## config.mk

```make
export PLATFORM = sky130hd
export DESIGN_NAME = graph_mem_arbiter
export DESIGN_NICKNAME = d
export VERILOG_FILES = /design/src/rtl/graph_mem_arbiter.sv
export SDC_FILE = /design/constraint.sdc
export NUM_CORES = 1
export LEC_CHECK = 0
export CAP_MARGIN = 20
export CORE_UTILIZATION = 36
export CTS_CLUSTER_DIAMETER = 30
export CTS_CLUSTER_SIZE = 25
export DETAILED_ROUTE_END_ITERATION = 16
export GPL_TIMING_DRIVEN = 1
export MAX_ROUTING_LAYER = met4
export PLACE_DENSITY = 0.77
export SLEW_MARGIN = 0
export SYNTH_ARGS = -nofsm -noshare
export SYNTH_HDL_FRONTEND = slang
export SYNTH_SLANG_ARGS = --single-unit
export TNS_END_PERCENT = 20
```

## constraint.sdc

```tcl
create_clock -name clk_in -period 2.35 [get_ports clk_in]
set_clock_uncertainty 0.1 [all_clocks]
set_input_delay 0.47 -clock clk_in [delete_from_list [all_inputs] [get_ports clk_in]]
set_output_delay 0.47 -clock clk_in [all_outputs]
set_load 0.03 [all_outputs]
```

## src/rtl/graph_mem_arbiter.sv

```systemverilog
// Round-robin arbiter that shares one in-order graph_memory read port among NUM_REQ requesters.
// An in-order tag FIFO records the issuer of each read so every returned word reaches its issuer.
`timescale 1ns/1ps
module graph_mem_arbiter #(
  parameter int NUM_REQ = 4,
  parameter int ADDR_W  = 32,
  parameter int DATA_W  = 32,
  parameter int MAX_OUT = 4
) (
  input  logic                         clk_in,
  input  logic                         rst_in,
  input  logic [NUM_REQ-1:0]           req_valid_in,
  input  logic [NUM_REQ*ADDR_W-1:0]    req_addr_in,
  output logic [NUM_REQ-1:0]           req_ready_out,
  output logic [NUM_REQ-1:0]           resp_valid_out,
  output logic [DATA_W-1:0]            resp_data_out,
  output logic [ADDR_W-1:0]            mem_req_out,
  output logic                         mem_valid_out,
  input  logic [DATA_W-1:0]            mem_data_in,
  input  logic                         mem_valid_in,
  output logic [$clog2(MAX_OUT):0]     outstanding_out,
  output logic                         err_out
);
  localparam int IDX_W = $clog2(NUM_REQ);
  localparam int PTR_W = $clog2(MAX_OUT);
  localparam int CNT_W = PTR_W + 1;

  logic [IDX_W-1:0]   last_grant_q, last_grant_d;
  logic [PTR_W-1:0]   wr_ptr_q, wr_ptr_d;
  logic [PTR_W-1:0]   rd_ptr_q, rd_ptr_d;
  logic [CNT_W-1:0]   count_q, count_d;
  logic [ADDR_W-1:0]  mem_req_q, mem_req_d;
  logic               mem_valid_q, mem_valid_d;
  logic [NUM_REQ-1:0] resp_valid_q, resp_valid_d;
  logic [DATA_W-1:0]  resp_data_q, resp_data_d;
  logic               err_q, err_d;
  logic [IDX_W-1:0]   tag_mem_q [MAX_OUT];

  logic [IDX_W-1:0]   winner;
  logic               found;
  int                 cand;
  logic               full;
  logic               hs;
  logic               pop;
  logic [IDX_W-1:0]   tag_rd;

  // Rotating priority scan starting just after the last granted requester.
  always_comb begin
    winner = '0;
    found  = 1'b0;
    cand   = 0;
    for (int k = 0; k < NUM_REQ; k++) begin
      cand = int'(last_grant_q) + 1 + k;
      if (cand >= NUM_REQ) cand = cand - NUM_REQ;
      if (!found && req_valid_in[IDX_W'(cand)]) begin
        found  = 1'b1;
        winner = IDX_W'(cand);
      end
    end
  end

  // Full blocks the grant even if a pop lands this cycle, keeping mem_valid_in off the grant path.
  assign full   = (count_q == CNT_W'(MAX_OUT));
  assign hs     = found && !full && rst_in;
  assign pop    = mem_valid_in && (count_q != '0);
  assign tag_rd = tag_mem_q[rd_ptr_q];

  for (genvar gi = 0; gi < NUM_REQ; gi++) begin : g_ready
    assign req_ready_out[gi] = hs && (winner == IDX_W'(gi));
  end

  always_comb begin
    last_grant_d = last_grant_q;
    wr_ptr_d     = wr_ptr_q;
    rd_ptr_d     = rd_ptr_q;
    count_d      = count_q;
    mem_req_d    = mem_req_q;
    mem_valid_d  = hs;
    resp_valid_d = '0;
    resp_data_d  = resp_data_q;
    err_d        = err_q;
    if (hs) begin
      last_grant_d = winner;
      wr_ptr_d     = wr_ptr_q + PTR_W'(1);
      mem_req_d    = req_addr_in[int'(winner)*ADDR_W +: ADDR_W];
    end
    if (pop) begin
      rd_ptr_d             = rd_ptr_q + PTR_W'(1);
      resp_valid_d[tag_rd] = 1'b1;
      resp_data_d          = mem_data_in;
    end
    if (mem_valid_in && !pop) err_d = 1'b1;
    if (hs && !pop)      count_d = count_q + CNT_W'(1);
    else if (!hs && pop) count_d = count_q - CNT_W'(1);
  end

  always_ff @(posedge clk_in or negedge rst_in) begin
    if (!rst_in) begin
      last_grant_q <= IDX_W'(NUM_REQ - 1);
      wr_ptr_q     <= '0;
      rd_ptr_q     <= '0;
      count_q      <= '0;
      mem_req_q    <= '0;
      mem_valid_q  <= 1'b0;
      resp_valid_q <= '0;
      resp_data_q  <= '0;
      err_q        <= 1'b0;
    end else begin
      last_grant_q <= last_grant_d;
      wr_ptr_q     <= wr_ptr_d;
      rd_ptr_q     <= rd_ptr_d;
      count_q      <= count_d;
      mem_req_q    <= mem_req_d;
      mem_valid_q  <= mem_valid_d;
      resp_valid_q <= resp_valid_d;
      resp_data_q  <= resp_data_d;
      err_q        <= err_d;
    end
  end

  // Tag storage needs no reset: entries are only read between push and pop.
  always_ff @(posedge clk_in) begin
    if (hs) tag_mem_q[wr_ptr_q] <= winner;
  end

  assign resp_valid_out  = resp_valid_q;
  assign resp_data_out   = resp_data_q;
  assign mem_req_out     = mem_req_q;
  assign mem_valid_out   = mem_valid_q;
  assign outstanding_out = count_q;
  assign err_out         = err_q;
endmodule

```

Word level (Yosys, flattened, before mapping)
Memory sizes are Yosys's and may differ from the RTL's.
Index checks and enable logic that the tools add are counted.
{"block": "word_totals", "input_bits": 167, "regBits": 79, "output_inout_bits": 77, "memories": 1, "elab_cells": 91, "ramBits": 8}
{"name": "tag_mem_q", "depth": 4, "word_bits": 2, "read_ports": 1, "rd_clocked_by_memory_dff": 0, "wr": 1, "line_no": "37", "rtl": "logic [IDX_W-1:0] tag_mem_q [MAX_OUT];"}
{"block": "classes", "eq_ne": 4, "n_shift": 1, "n_mux": 31, "add_sub_neg": 12, "n_lt_le_gt_ge": 10, "reduce_logical": 23}
{"op": "indexed part select 128 x 8 -> 32 bit", "count": 1}
{"op": "less-than comparator 2 x 4 -> 1 bit, second input constant", "count": 4}
{"op": "2-to-1 mux 2 bit", "count": 8}
{"op": "2-to-1 mux 1 bit", "count": 15}
{"op": "logical AND 1 bit", "count": 14}
{"op": "greater-or-equal comparator 4 x 3 -> 1 bit, second input constant", "count": 3}
{"op": "adder 3 x 2 -> 4 bit, second input constant", "count": 2}
{"op": "binary-select mux 1 bit (select 2 bit)", "count": 4}
{"op": "subtractor 2 x 1 -> 2 bit, second input constant", "count": 4}
{"op": "logical NOT 1 bit", "count": 6}
{"op": "2-to-1 mux 3 bit", "count": 2}
{"op": "adder 2 x 1 -> 2 bit, second input constant", "count": 2}
{"op": "adder 3 x 1 -> 4 bit, second input constant", "count": 1}
{"op": "== test 2 bit, second input constant", "count": 2}
{"op": "2-to-1 mux 4 bit", "count": 1}
{"op": "adder 2 x 1 -> 3 bit, second input constant", "count": 1}
{"op": "adder 3 x 1 -> 3 bit, second input constant", "count": 1}
{"op": "== test 3 bit, second input constant", "count": 1}
{"op": "greater-or-equal comparator 3 bit, second input constant", "count": 1}
{"op": "less-than comparator 2 x 3 -> 1 bit, second input constant", "count": 1}
{"op": "nonzero test 3 bit", "count": 1}
{"op": "subtractor 3 x 1 -> 3 bit, second input constant", "count": 1}
{"op": "demux 1 bit (select 2 bit)", "count": 1}
{"op": "== test 2 x 1 -> 1 bit, second input constant", "count": 1}
{"op": "3 further kinds", "count": 3}

Depth between registers and ports, before layout
{"block": "logic_depth", "ltp_word": 22, "mapped_depth": 11, "depth_no_buf": 9}

Least setup slack after synthesis
Ideal clock, no wire load.
{"block": "synth_timing", "path_kind": "reg-to-reg", "startpoint": "reg count_q[0], in the netlist outstanding_out[0]", "endpoint": "reg count_q[2], in the netlist outstanding_out[2]", "path_stages_with_launch": 12, "setup_time_ns": 0.080, "setup_slack_ns": -0.314, "t_required_ns": 2.170, "arrival_ns": 2.483, "path_cell_list": "dfrtp_1 nor3_1 nor2b_1 clkbuf_1 inv_2 buf_1 ha_1 inv_1 fa_1 xor2_1 nor2_1 xor2_1"}
{"block": "synth_via", "elab_chain_cells": 7}
{"element": "from (decl)", "line_no": "31", "rtl": "logic [CNT_W-1:0] count_q, count_d;"}
{"element": "from (signal assigned)", "line_no": "112", "rtl": "count_q <= count_d;"}
{"element": "parallel branches: the longest is 7 deep, another holds subtractor 3 x 1 -> 3 bit"}
Parallel ways; which one is timed is not known. The select of a mux whose other input is x is not followed.
A chain may end at the register's enable or synchronous reset.

Worst setup path after layout
{"block": "layout_timing", "startpoint": "reg last_grant_q[1]", "endpoint": "out req_ready_out[2]"}
{"block": "layout_via", "elab_chain_cells": 19}
{"element": "from (decl)", "line_no": "28", "rtl": "logic [IDX_W-1:0] last_grant_q, last_grant_d;"}
{"element": "from (signal assigned)", "line_no": "99", "rtl": "last_grant_q <= IDX_W'(NUM_REQ - 1);"}
{"element": "from (signal assigned)", "line_no": "109", "rtl": "last_grant_q <= last_grant_d;"}
{"element": "adder 2 x 1 -> 3 bit (*)", "line_no": "53", "rtl": "cand = int'(last_grant_q) + 1 + k;"}
{"element": "parallel branches: the longest is 17 deep, another holds adder 3 x 1 -> 4 bit"}
{"element": "logical AND 1 bit (*)", "line_no": "69", "rtl": "assign req_ready_out[gi] = hs && (winner == IDX_W'(gi));"}
{"element": "to (decl)", "line_no": "14", "rtl": "output logic [NUM_REQ-1:0] req_ready_out,"}
Every way passes the cells marked *. The select of a mux whose other input is x is not followed.

==> results.yml <==
power_and_ir_drop:
  power_mw: 8.84
  power.leakage_nw: 3.45
  ir_worst_vdd_mv: 0.585
  power_density_nw_per_um2: 1150
cts:
  clock_latency_ns: 0.34
  clkSinkCount: 87
  cts_tree: "built"
  cts_root_buffer: "clkbuf_16"
  ctsHtreeMaxLevel: 3
  clk_pin_slew_ns: 0.06
  cts_buffers: 9
  cts_buffer_depth: 2
global_route:
  grt-ovfl-total: 0
  grt_pass1_vias: 4737
  grt_max_degree: 80
  grt_pass1_wl_um: 23900
  grt_usage_pct: 24.6
  antenna_found_initial: 2
detailed_routing:
  routed_via_density: 5.36
  antenna_left: 0
  via_count: 4650
  drtPass1Iterations: 5
  wl_um: 15700
  drt_drc_violations_left: 0
  wl_per_cell_um: 18.1
  drt_iter0_drc: 251
min_path:
  hp-class: "reg -> reg"
placement:
  gp_congestion: 0.855
  port-buffer-count: 243
  pre_cts_slack_ns: -0.401
  hpwl_um: 11300
synthesis:
  synth_most_common_cell: "nand2_1"
  synth.top_cell.area_share_pct: 41.8
  synth_edf_count: 8
  ys_warn_count: 0
  synthDistinctLibCells: 38
  synthArstFlopShare_pct: 90.8
  synth_top_area_cell: "dfrtp_1"
  ys_ff_latch: 87
  synth_common_cells: "nand2_1 (102), dfrtp_1 (77), and3_1 (66), a221o_1 (64), clkbuf_1 (33)"
  netlist_area_um2: 4610
  synth_ff_type: "dfrtp_1"
  syn_nets: 625
  avgSynthCellArea_um2: 10.2
  syn_inst: 452
  ys_seq_area_share_pct: 48.2
  synthTopCellsByArea: "dfrtp_1 (42%), a221o_1 (14%), and3_1 (9.0%)"
run_status:
  violations: "negative setup slack"
  status: "finished, violations left"
worst_setup_path:
  crit_type: "reg -> out"
  path_delay_family: "simple AND/OR/NAND/NOR gates"
  crit_slowest_cell: "dfstp_2"
  cp-end-kind: "primary output"
  start_kind: "flip-flop"
  crit_fanout: 4
  critPathMaxStageDelay_ns: 0.55
  cp_cell_sequence: "nand2_2, o2bb2ai_2, or4_4, nor2_4, buf_12"
  cp.arrival_ns: 1.93
  cp.required_ns: 1.78
  cp_num_buf_inv: 1
sta:
  maxSlewViolCount: 0
  hold_viol_final: 0
  maxSlewHeadroom_pct: 53.2
  fmax_mhz: 400
  worst_pin_slew_ns: 0.703
  fin_ws_ns: -0.152
  fin_crit_ns: 2.50
  rsz0062_at_grt: "true"
  final.period_utilization_pct: 106
  setup_viol: 4
die:
  dieArea_um2: 13300
  die_w_um: 115
  initial_core_util_pct: 37.6
  pin_count: 244
  core_area_um2: 12300
  die_h_um: 115
  row_count: 40
run:
  drv_cap: 0
finish:
  area_growth_syn_to_layout_pct: 67.4
  drive_gt1_share_pct: 10.9
  fin_nets: 866
  fillers: 994
==> path summary, 6_finish.rpt <==
kind	startpoint	end	slack, ns	cells past startpoint
max	last_grant_q[1]$_DFFE_PN1P_	req_ready_out[2]	-0.15	5
min	err_out$_DFFE_PN0P_	err_out$_DFFE_PN0P_	0.36	1
max reg2reg	last_grant_q[1]$_DFFE_PN1P_	mem_req_out[21]$_DFFE_PN0P_	0.12	7
min reg2reg	err_out$_DFFE_PN0P_	err_out$_DFFE_PN0P_	0.36	1
max in group asynchronous	rst_in	last_grant_q[0]$_DFFE_PN1P_	1.01	4
min in group asynchronous	rst_in	outstanding_out[2]$_DFFE_PN0P_	0.53	3
==> kinds of logic after synthesis <==
logic type	after synthesis	synth area share (%)
mux	3	1.22
fa+ha+maj	6	1.79
compound gates	106	22.4
xor+xnor	6	1.14
simple gates	192	20.3
flops	87	48.2
buf+inv	52	5.00
==> per-layer routing <==
layer | track usage, % | wire length [um] | vias to the layer above
li1 | - | - | 2172
met1 | 26.5 | 6010 | 2232
met2 | 40.4 | 7460 | 216
met3 | 9.70 | 1800 | 30
met4 | 10.2 | 429 | 0
met5 | - | 0 | -
==> flip-flops by register name (all words and copies together) (netlist names) <==
signal           count
resp_data_out       32
wr_ptr_q             2
tag_mem_q            8
err_out              1
mem_req_out         32
resp_valid_out       4
outstanding_out      3
mem_valid_out        1
rd_ptr_q             2
last_grant_q         2
==> stage by stage <==
stage	utilization, %	cell area [um2]	cells	hold WS (ns)	TNS (ns)
finish	62.9	7710	868	0.357	-0.412
global route	62.9	7710	868	0.378	-0.672
CTS	62.5	7660	864	0.347	-0.396
detailed placement	59.6	7300	843	0.347	-11.49
global placement	59.6	7300	843	0.351	-9.77
floorplan	-	4620	452	0.0744	-0.502
==> final cells by class <==
class,count,area (um2),area share [%]
clock buffer,11,233,3.02
tap,168,210,2.73
sequential,87,2220,28.8
clock inverter,5,35.0,0.454
antenna,2,5.00,0.0649
multi-input combinational,313,2240,29.1
timing repair buffer,276,2740,35.5
inverter,6,25.0,0.324
==> placed cells by master, fill, tap and decap left out, types with 3 or more instances in the layout <==
cell type        instances
dfrtp_1                 75
nor2b_2                  3
ha_1                     5
edfxtp_1                 8
buf_4                   29
clkdlybuf4s50_1        234
and2_1                   4
a221o_1                 64
and3_1                  65
dlygate4sd2_1            3
buf_12                   3
nor2_1                   4
nor2_4                   3
o211a_1                 32
inv_1                    4
clkbuf_16                9
nand2_1                100
xnor2_1                  4
buf_6                    4
==> report_power, final <==
| part | internal [mW] | leakage, nW | total (mW) | switching, mW |
|---|---|---|---|---|
| registers | 2.17 | 1.00 | 2.54 | 0.372 |
| clock network | 0.717 | 0.129 | 1.31 | 0.592 |
| logic | 2.28 | 2.32 | 5.00 | 2.71 |
==> what timing repair did <==
item / CTS / global route
endpoints found under the setup margin: 4 / 5
setup buffers: 5 / 0
pin swaps: 7 / 2
endpoints found under the hold margin: 0 / 9
hold buffers: 0 / 1
resized for setup: 19 / 2
No activity file was read; power rests on OpenSTA's default activity.
